**config.mk**
```make
export PLATFORM = sky130hd
export DESIGN_NAME = alu_seg_pipe
export DESIGN_NICKNAME = d
export VERILOG_FILES = /design/src/rtl/alu_seg_pipe.sv
export SDC_FILE = /design/constraint.sdc
export NUM_CORES = 1
export LEC_CHECK = 0
export CAP_MARGIN = 10
export CORE_ASPECT_RATIO = 1.75
export CORE_MARGIN = 5
export CORE_UTILIZATION = 30
export DETAILED_ROUTE_END_ITERATION = 8
export PLACE_DENSITY = 0.59
export SYNTH_ARGS = -nofsm -noshare
export SYNTH_HDL_FRONTEND = slang
export SYNTH_SLANG_ARGS = --single-unit
```
**constraint.sdc**
```tcl
create_clock -name CLK100MHZ -period 3 [get_ports CLK100MHZ]
set_input_delay 0.75 -clock CLK100MHZ [delete_from_list [all_inputs] [get_ports CLK100MHZ]]
set_output_delay 0.75 -clock CLK100MHZ [all_outputs]
set_load 0.005 [all_outputs]
```
**src/rtl/alu_seg_pipe.sv**
```systemverilog
// Two-stage WIDTH-bit ALU with Z/N/C/V flags, plus an 8-digit multiplexed
// hex display scanner showing the latest result snapshot.
module alu_seg_pipe #(
   parameter int unsigned WIDTH    = 8,
   parameter int unsigned SCAN_DIV = 100000
) (
   input  logic             CLK100MHZ,
   input  logic             rst,
   input  logic [WIDTH-1:0] A,
   input  logic [WIDTH-1:0] B,
   input  logic [2:0]       option,
   input  logic             load,
   output logic [WIDTH-1:0] result,
   output logic             result_valid,
   output logic [6:0]       segment,
   output logic             DP,
   output logic [7:0]       an,
   output logic [7:0]       light
);

   localparam int unsigned NDIG = (WIDTH + 3) / 4;
   localparam int unsigned SHW  = $clog2(WIDTH);
   localparam int unsigned CW   = $clog2(SCAN_DIV);

   typedef enum logic [2:0] {
      OP_ADD = 3'd0, OP_SUB = 3'd1, OP_AND = 3'd2, OP_OR  = 3'd3,
      OP_XOR = 3'd4, OP_SHL = 3'd5, OP_SHR = 3'd6, OP_SLT = 3'd7
   } op_e;

   // ---------------- stage 1: operand capture ----------------
   logic [WIDTH-1:0] a_q, b_q;
   op_e              op_q;
   logic             valid1_q;

   always_ff @(posedge CLK100MHZ or posedge rst) begin
      if (rst) begin
         a_q      <= '0;
         b_q      <= '0;
         op_q     <= OP_ADD;
         valid1_q <= 1'b0;
      end else begin
         valid1_q <= load;
         if (load) begin
            a_q  <= A;
            b_q  <= B;
            op_q <= op_e'(option);
         end
      end
   end

   // ---------------- stage 2: ALU ----------------
   logic [SHW-1:0]   amt;
   logic [WIDTH:0]   sum_w, dif_w, shl_w, shr_w;
   logic [WIDTH-1:0] alu_res;
   logic             alu_c, alu_v;

   assign amt   = SHW'(32'(b_q) % WIDTH);
   assign sum_w = {1'b0, a_q} + {1'b0, b_q};
   assign dif_w = {1'b0, a_q} - {1'b0, b_q};
   // Extra bit on the far side of each shift catches the last bit shifted out.
   assign shl_w = {1'b0, a_q} << amt;
   assign shr_w = {a_q, 1'b0} >> amt;

   always_comb begin
      alu_res = '0;
      alu_c   = 1'b0;
      alu_v   = 1'b0;
      case (op_q)
         OP_ADD: begin
            alu_res = sum_w[WIDTH-1:0];
            alu_c   = sum_w[WIDTH];
            alu_v   = (a_q[WIDTH-1] == b_q[WIDTH-1]) && (sum_w[WIDTH-1] != a_q[WIDTH-1]);
         end
         OP_SUB: begin
            alu_res = dif_w[WIDTH-1:0];
            alu_c   = ~dif_w[WIDTH];
            alu_v   = (a_q[WIDTH-1] != b_q[WIDTH-1]) && (dif_w[WIDTH-1] != a_q[WIDTH-1]);
         end
         OP_AND: alu_res = a_q & b_q;
         OP_OR:  alu_res = a_q | b_q;
         OP_XOR: alu_res = a_q ^ b_q;
         OP_SHL: begin
            alu_res = shl_w[WIDTH-1:0];
            alu_c   = shl_w[WIDTH];
         end
         OP_SHR: begin
            alu_res = shr_w[WIDTH:1];
            alu_c   = shr_w[0];
         end
         OP_SLT: alu_res = WIDTH'($signed(a_q) < $signed(b_q));
         default: alu_res = '0;
      endcase
   end

   logic [WIDTH-1:0] result_q;
   logic [3:0]       flags_q;
   logic [2:0]       opl_q;
   logic             rv_q, done_q, done_d;

   // Done sets with a new result; a load without a coincident result clears it.
   always_comb begin
      done_d = done_q;
      if (valid1_q)  done_d = 1'b1;
      else if (load) done_d = 1'b0;
   end

   always_ff @(posedge CLK100MHZ or posedge rst) begin
      if (rst) begin
         result_q <= '0;
         flags_q  <= '0;
         opl_q    <= '0;
         rv_q     <= 1'b0;
         done_q   <= 1'b0;
      end else begin
         rv_q   <= valid1_q;
         done_q <= done_d;
         if (valid1_q) begin
            result_q <= alu_res;
            flags_q  <= {(alu_res == '0), alu_res[WIDTH-1], alu_c, alu_v};
            opl_q    <= op_q;
         end
      end
   end

   assign result       = result_q;
   assign result_valid = rv_q;
   assign light        = {done_q, opl_q, flags_q};

   // ---------------- display scanner ----------------
   logic [CW-1:0]    pre_q, pre_d;
   logic [2:0]       dig_q, dig_d;
   logic [WIDTH-1:0] snap_res_q, snap_res_d;
   logic             snap_cv_q, snap_cv_d;
   logic [7:0]       an_q, an_d;
   logic [6:0]       seg_q, seg_d;
   logic             dp_q, dp_d;
   logic             pre_wrap, dig_active;
   logic [31:0]      snap_ext;
   logic [3:0]       nib;

   function automatic logic [6:0] hex7(input logic [3:0] n);
      case (n)
         4'h0: hex7 = 7'b1000000;  4'h1: hex7 = 7'b1111001;
         4'h2: hex7 = 7'b0100100;  4'h3: hex7 = 7'b0110000;
         4'h4: hex7 = 7'b0011001;  4'h5: hex7 = 7'b0010010;
         4'h6: hex7 = 7'b0000010;  4'h7: hex7 = 7'b1111000;
         4'h8: hex7 = 7'b0000000;  4'h9: hex7 = 7'b0010000;
         4'hA: hex7 = 7'b0001000;  4'hB: hex7 = 7'b0000011;
         4'hC: hex7 = 7'b1000110;  4'hD: hex7 = 7'b0100001;
         4'hE: hex7 = 7'b0000110;  default: hex7 = 7'b0001110;
      endcase
   endfunction

   // Outputs decode from next-state so an/segment/DP move with the digit index.
   always_comb begin
      pre_wrap   = (pre_q == CW'(SCAN_DIV - 1));
      pre_d      = pre_wrap ? '0 : pre_q + CW'(1);
      dig_d      = pre_wrap ? dig_q + 3'd1 : dig_q;
      snap_res_d = snap_res_q;
      snap_cv_d  = snap_cv_q;
      if (pre_wrap && (dig_q == 3'd7)) begin
         snap_res_d = result_q;
         snap_cv_d  = flags_q[1] | flags_q[0];
      end
      snap_ext   = 32'(snap_res_d);
      nib        = 4'(snap_ext >> {dig_d, 2'b00});
      dig_active = (32'(dig_d) < NDIG);
      an_d       = dig_active ? ~(8'd1 << dig_d) : 8'hFF;
      seg_d      = dig_active ? hex7(nib) : 7'h7F;
      dp_d       = ~((dig_d == 3'd0) && snap_cv_d);
   end

   always_ff @(posedge CLK100MHZ or posedge rst) begin
      if (rst) begin
         pre_q      <= '0;
         dig_q      <= '0;
         snap_res_q <= '0;
         snap_cv_q  <= 1'b0;
         an_q       <= 8'hFE;
         seg_q      <= 7'b1000000;
         dp_q       <= 1'b1;
      end else begin
         pre_q      <= pre_d;
         dig_q      <= dig_d;
         snap_res_q <= snap_res_d;
         snap_cv_q  <= snap_cv_d;
         an_q       <= an_d;
         seg_q      <= seg_d;
         dp_q       <= dp_d;
      end
   end

   assign an      = an_q;
   assign segment = seg_q;
   assign DP      = dp_q;

endmodule

```
# After elaboration in Yosys (flattened, before gate mapping)
# Memory sizes are Yosys's and may differ from the RTL's.
# Cells that the tools add are included.
dict set report totals {
  reg_bits 82
  latch_bits 0
  mem_bits_rw 0
  romBits 112
  inputBits 22
  wordCells 66
  memories 1
}
# name depth width rd rd_clocked_by_memory_dff write_ports line
set mem_list {}
lappend mem_list {{(no name shown)} 16 7 1 0 0 142} ;# case (n)
dict set report classes {
  addsub 4
  multipliers 0
  div 0
  order_cmp 2
  eq_ne 13
  shifts 4
  muxes 11
  bitwise 7
  n_reduce_logical 8
}
# operator n
set op_table {}
lappend op_table {{$pmux 8 s8} 1}
lappend op_table {{$add 17x1->17 const B} 1}
lappend op_table {{$eq 17x17->1 const B} 1}
lappend op_table {{$mux 17} 1}
lappend op_table {{$mux 8} 2}
lappend op_table {{$eq 3x3->1 const B} 5}
lappend op_table {{$add 8x8->9} 1}
lappend op_table {{$shl 8x3->9} 1}
lappend op_table {{$shr 9x3->9} 1}
lappend op_table {{$sub 8x8->9} 1}
lappend op_table {{$and 8x8->8} 1}
lappend op_table {{$logic_not 8->1} 1}
lappend op_table {{$lt 8x8->1} 1}
lappend op_table {{$not 8->8} 1}
lappend op_table {{$or 8x8->8} 1}
lappend op_table {{$shl 1x3->8 const A} 1}
lappend op_table {{$shr 8x5->4} 1}
lappend op_table {{$xor 8x8->8} 1}
lappend op_table {{$mux 7} 1}
lappend op_table {{$eq 3x2->1 const B} 2}
lappend op_table {{$logic_not 3->1} 2}
lappend op_table {{$logic_and 1x1->1} 4}
lappend op_table {{$pmux 1 s4} 1}
lappend op_table {{$add 3x1->3 const B} 1}
lappend op_table {{other kinds (10)} 15}

# Longest topological paths before layout
# An unclocked memory read counts as a cell.
dict set report logic_depth {
  depth_word 6
  mapped_depth 11
}

# Least setup slack after synthesis
# Ideal clock, no wire load.
dict set report synth_path {
  kind {register to register}
  startpoint {reg pre_q[12]}
  endpoint {reg seg_q[3], in the netlist segment[3]}
  setup_time_ns 0.129
  t_arrival_ns 3.156
  setup_slack_ns -0.285
  path_stages_with_launch 10
  path_buffers 0
  period_less_slack_ns 3.285
  path_cell_list {dfrtp_1 or4b_4 nor4_4 nand2_4 mux2i_1 o22ai_1 inv_1 ha_1 mux4_2 nand2b_1}
}
dict set report synth_via {
  elab_chain_cells 6
  elab_cells_between_ends 8
  cone_classes {order compare: 1; eq/ne: 1; shift: 1; mux: 3; reduce/logical: 1; memory: 1}
}
# element line
set synth_lines {}
lappend synth_lines {{start, declared} 130} ;# logic [CW-1:0] pre_q, pre_d;
lappend synth_lines {{start signal, assigned} 183} ;# pre_q <= pre_d;
lappend synth_lines {{$eq 17x17->1 (*)} 156} ;# pre_wrap = (pre_q == CW'(SCAN_DIV - 1));
lappend synth_lines {{$logic_and 1x1->1} 161} ;# if (pre_wrap && (dig_q == 3'd7)) begin
lappend synth_lines {{$mux 8} 161}
lappend synth_lines {{$shr 8x5->4} 166} ;# nib = 4'(snap_ext >> {dig_d, 2'b00});
lappend synth_lines {{$mem_v2 16x7} -}
lappend synth_lines {{$mux 7 (*)} 169} ;# seg_d = dig_active ? hex7(nib) : 7'h7F;
lappend synth_lines {{named net seg_d[3]} 135} ;# logic [6:0] seg_q, seg_d;
lappend synth_lines {{end signal, assigned} 188} ;# seg_q <= seg_d;
lappend synth_lines {{end, declared} 135}
# The timed path passes the listed nets; every way through them passes the cells marked *.
# A chain may end at the register's enable or synchronous reset.

# Worst setup path in the final report
dict set report layout_path {
  startpoint {reg pre_q[13]}
  endpoint {reg seg_q[3], in the netlist segment[3]}
}
# Same word-level chain as after synthesis.

==> impl_metrics.json <==
{
  "outcome": "finished clean",
  "final-setup-viol-count": 0,
  "power.density_nw_per_um2": 470,
  "rows": 62,
  "dieArea_um2": 19400,
  "die_x_um": 107,
  "synth_edf_count": 0,
  "drt_iter0_drc": 234,
  "worst-setup-path-type": "register to register",
  "cts.sinks": 78,
  "drv_cap": 0,
  "die_h_um": 181,
  "pwr-share-seq_pct": 38.8,
  "clk_path_buf_depth": 2,
  "io_pins": 55,
  "tightestPinTransition_ns": 0.847,
  "critPathLaunch": "pre_q[13]",
  "ant_nets": 0,
  "hold_viol": 0,
  "drive_gt1_share_pct": 19.4,
  "ir_worst_vdd_uv": 231,
  "fin_skew_ns": 0.0113,
  "synthFlopType": "dfrtp_1",
  "slew_violations": 0,
  "async_flop_share_pct": 100,
  "synthCells": 518,
  "endpoint": "segment[3]",
  "cp_max_fo": 6,
  "rsz0062_at_grt": "true",
  "reg2reg_slack_ns": 0.005,
  "fillers": 1589,
  "synth_area_um2": 4990,
  "start_kind": "register",
  "crit_path_max_incr_delay_ns": 0.55,
  "cts-root-buf": "clkbuf_16",
  "start_util_pct": 30.5,
  "nets": 672,
  "grt_max_degree": 41,
  "avgSynthCellArea_um2": 9.63,
  "vias_per_cell": 4.98,
  "routed_wirelength_um": 14100,
  "antenna_cells": 0,
  "worstRegToRegCells": 9,
  "first_pass_iters": 4,
  "switchingPower_uw": 906,
  "antenna_found_initial": 0,
  "worst_path_max_delay_cell": "or4b_4",
  "ys_ff_latch": 78,
  "overflow": 0,
  "combPwrFrac_pct": 27.8,
  "whs_ns": 0.493,
  "clk_pin_slew_ns": 0.06,
  "insertion_delay_ns": 0.33,
  "grt_pass1_wl_um": 22500,
  "coreArea_um2": 16400,
  "gp_congestion": 0.956,
  "cts.hold.buffers_added": 0,
  "fmax_mhz": 334,
  "arrival_ns": 3.20,
  "grt_pass1_vias": 4382,
  "hold_class": "register to register",
  "wl_per_cell_um": 16.7,
  "internal-power_uw": 2170,
  "cts_tree": "done",
  "numCtsBuffers": 9,
  "htree_levels": 3,
  "p_clk_share_pct": 33.4,
  "dpl.hpwl_um": 11200,
  "r2r-end": "segment[3]",
  "r2r-start": "pre_q[13]",
  "synth_warnings": 0,
  "track_usage_pct": 14.7,
  "multiInputGateArea_um2": 2850,
  "cp.required_ns": 3.21,
  "yosysUniqueCellTypes": 70,
  "layout_setup_ws_ns": 0.00547,
  "leakage_uw": 0.00301,
  "maxSlewHeadroom_pct": 43.1,
  "power.share.switching_pct": 29.4,
  "end_kind": "register",
  "vias": 4200,
  "area_growth_pct": 31.3,
  "portBuffers": 54,
  "timing.final.crit_share_pct": 99.8,
  "drc_errors": 0,
  "path_cells": "or4b_4 -> nor4_4 -> buf_6 -> nand2_4 -> mux2i_2 -> o22ai_4 -> ha_1 -> mux4_2 -> nand2b_4",
  "seq_area_frac_synth_pct": 39.3,
  "seq_area_um2": 1960,
  "fin_crit_ns": 2.99,
  "pre_cts_slack_ns": -0.0206
}
flip-flops by register name, summed over array words and instances, names as in the netlist:
register and count:
segment 7, dig_q 3, snap_cv_q 1, b_q 8, pre_q 17, result_valid 1
a_q 8, snap_res_q 8, an 5, valid1_q 1, flags_q 4, op_q 3
done_q 1, opl_q 3, DP 1, result 7
how the worst min path moves through the flow:
stage	cells after the start	start	slack, ns	end
floorplan	0	valid1_q	0.35	result_valid
global placement	1	pre_q[0]	0.47	pre_q[0]
detailed placement	2	snap_res_q[3]	0.48	snap_res_q[3]
CTS	1	pre_q[4]	0.50	pre_q[4]
global route	1	pre_q[0]	0.51	pre_q[0]
finish	2	snap_res_q[2]	0.49	snap_res_q[2]
cells in the final DEF (no fill, tap or decap), drive strengths merged, types with 7 or more instances in the layout:
cell type	count
mux2	9
xor2	11
o22ai	8
buf	59
mux2i	24
nand2	43
clkdlybuf4s50	54
mux4	8
inv	41
nor3	11
ha	33
a21oi	22
nand3	7
dfrtp	72
xnor2	13
o21ai	36
nor2	41
clkbuf	15
per-stage QoR:
step / cell area, µm² / TNS (ns) / std cells / utilization [%] / total power, µW
final: 6550 / 0 / 844 / 40.0 / 3080
after global routing: 6550 / -0.110 / 844 / 40.0 / 3230
after CTS: 6420 / -0.0166 / 839 / 39.2 / 3110
after detailed placement: 6130 / -0.0206 / 822 / 37.4 / 2070
after global placement: 6130 / 0 / 822 / 37.4 / 2060
after floorplan: 5020 / -0.172 / 520 / - / 1690
layer usage:
layer | global-route usage [%] | routed length, µm | part of all wire [%]
met1 | 14.6 | 5020 | 36
met2 | 27.6 | 7870 | 56
met3 | 2.26 | 380 | 2.7
met4 | 9.35 | 867 | 6.1
met5 | 0 | 0 | 0
cells in the mapped netlist (all sizes together), types with 3 or more instances:
master   n  area share, %
or3      6           0.75
xnor2   13            2.3
a21oi   22            2.3
dfrtp   72             36
o221ai   4           0.70
nor3    11            1.1
dfstp    6            3.2
nor2    41            3.1
o211ai   4           0.60
nand3    7           0.70
a211oi   5           0.75
o21bai   3           0.45
ha      33            8.3
mux4     8            3.6
o21a     3           0.45
o21ai   36            3.6
a22oi    4           0.60
nand2   43            3.4
mux2     9            2.0
inv     42            3.2
nor2b    6           0.75
xor2    11            1.9
clkbuf  19            1.4
nand2b   6           0.75
a21boi   4           0.60
buf     10            1.2
o22ai    8            1.0
nor4     5           0.93
nand4    4           0.50
and3     4           0.50
mux2i   24            4.8
cell type report:
type	count	share of cell area [%]
Multi-Input combinational cell	371	43.6
Timing Repair Buffer	113	15.5
Sequential cell	78	29.9
Tap cell	224	4.28
Clock buffer	15	4.24
Clock inverter	1	0.0764
Inverter	42	2.43
power groups by stage:
stage          Combinational (µW)  Sequential (µW)  Clock [µW]
6_report                      857             1190        1030
5_1_grt                       928             1200        1100
4_1_cts                       861             1190        1050
3_5_place_dp                  857             1210           0
3_3_place_gp                  852             1210           0
2_1_floorplan                 485             1200           0
worst max-delay path, delay by kind of cell (launching register included):
| kind | cells | cell delay (ns) |
|---|---|---|
| adder cells (fa/ha/maj) | 1 | 0.28 |
| AO/OA/AOI/OAI | 1 | 0.14 |
| buffers and inverters | 1 | 0.18 |
| multiplexers | 2 | 0.76 |
| flip-flops | 1 | 0.37 |
| AND/OR/NAND/NOR | 4 | 1.12 |
cells by family after synthesis:
kind of cell	synth area share (%)
AOI/OAI and AO/OA	16.4
xor gates and xnor gates	4.21
adders and majority gates	9.08
buffers and inverters	5.82
DFF	39.3
muxes	10.5
other	0.0752
and+or+nand+nor	14.7
repair_timing:
action,CTS,global route
setup endpoints to repair,1,4
gates resized for setup,1,15
endpoints found under the hold margin,0,0
pin swaps,0,5
setup buffers,1,7
Power figures use the tool's default switching activity.
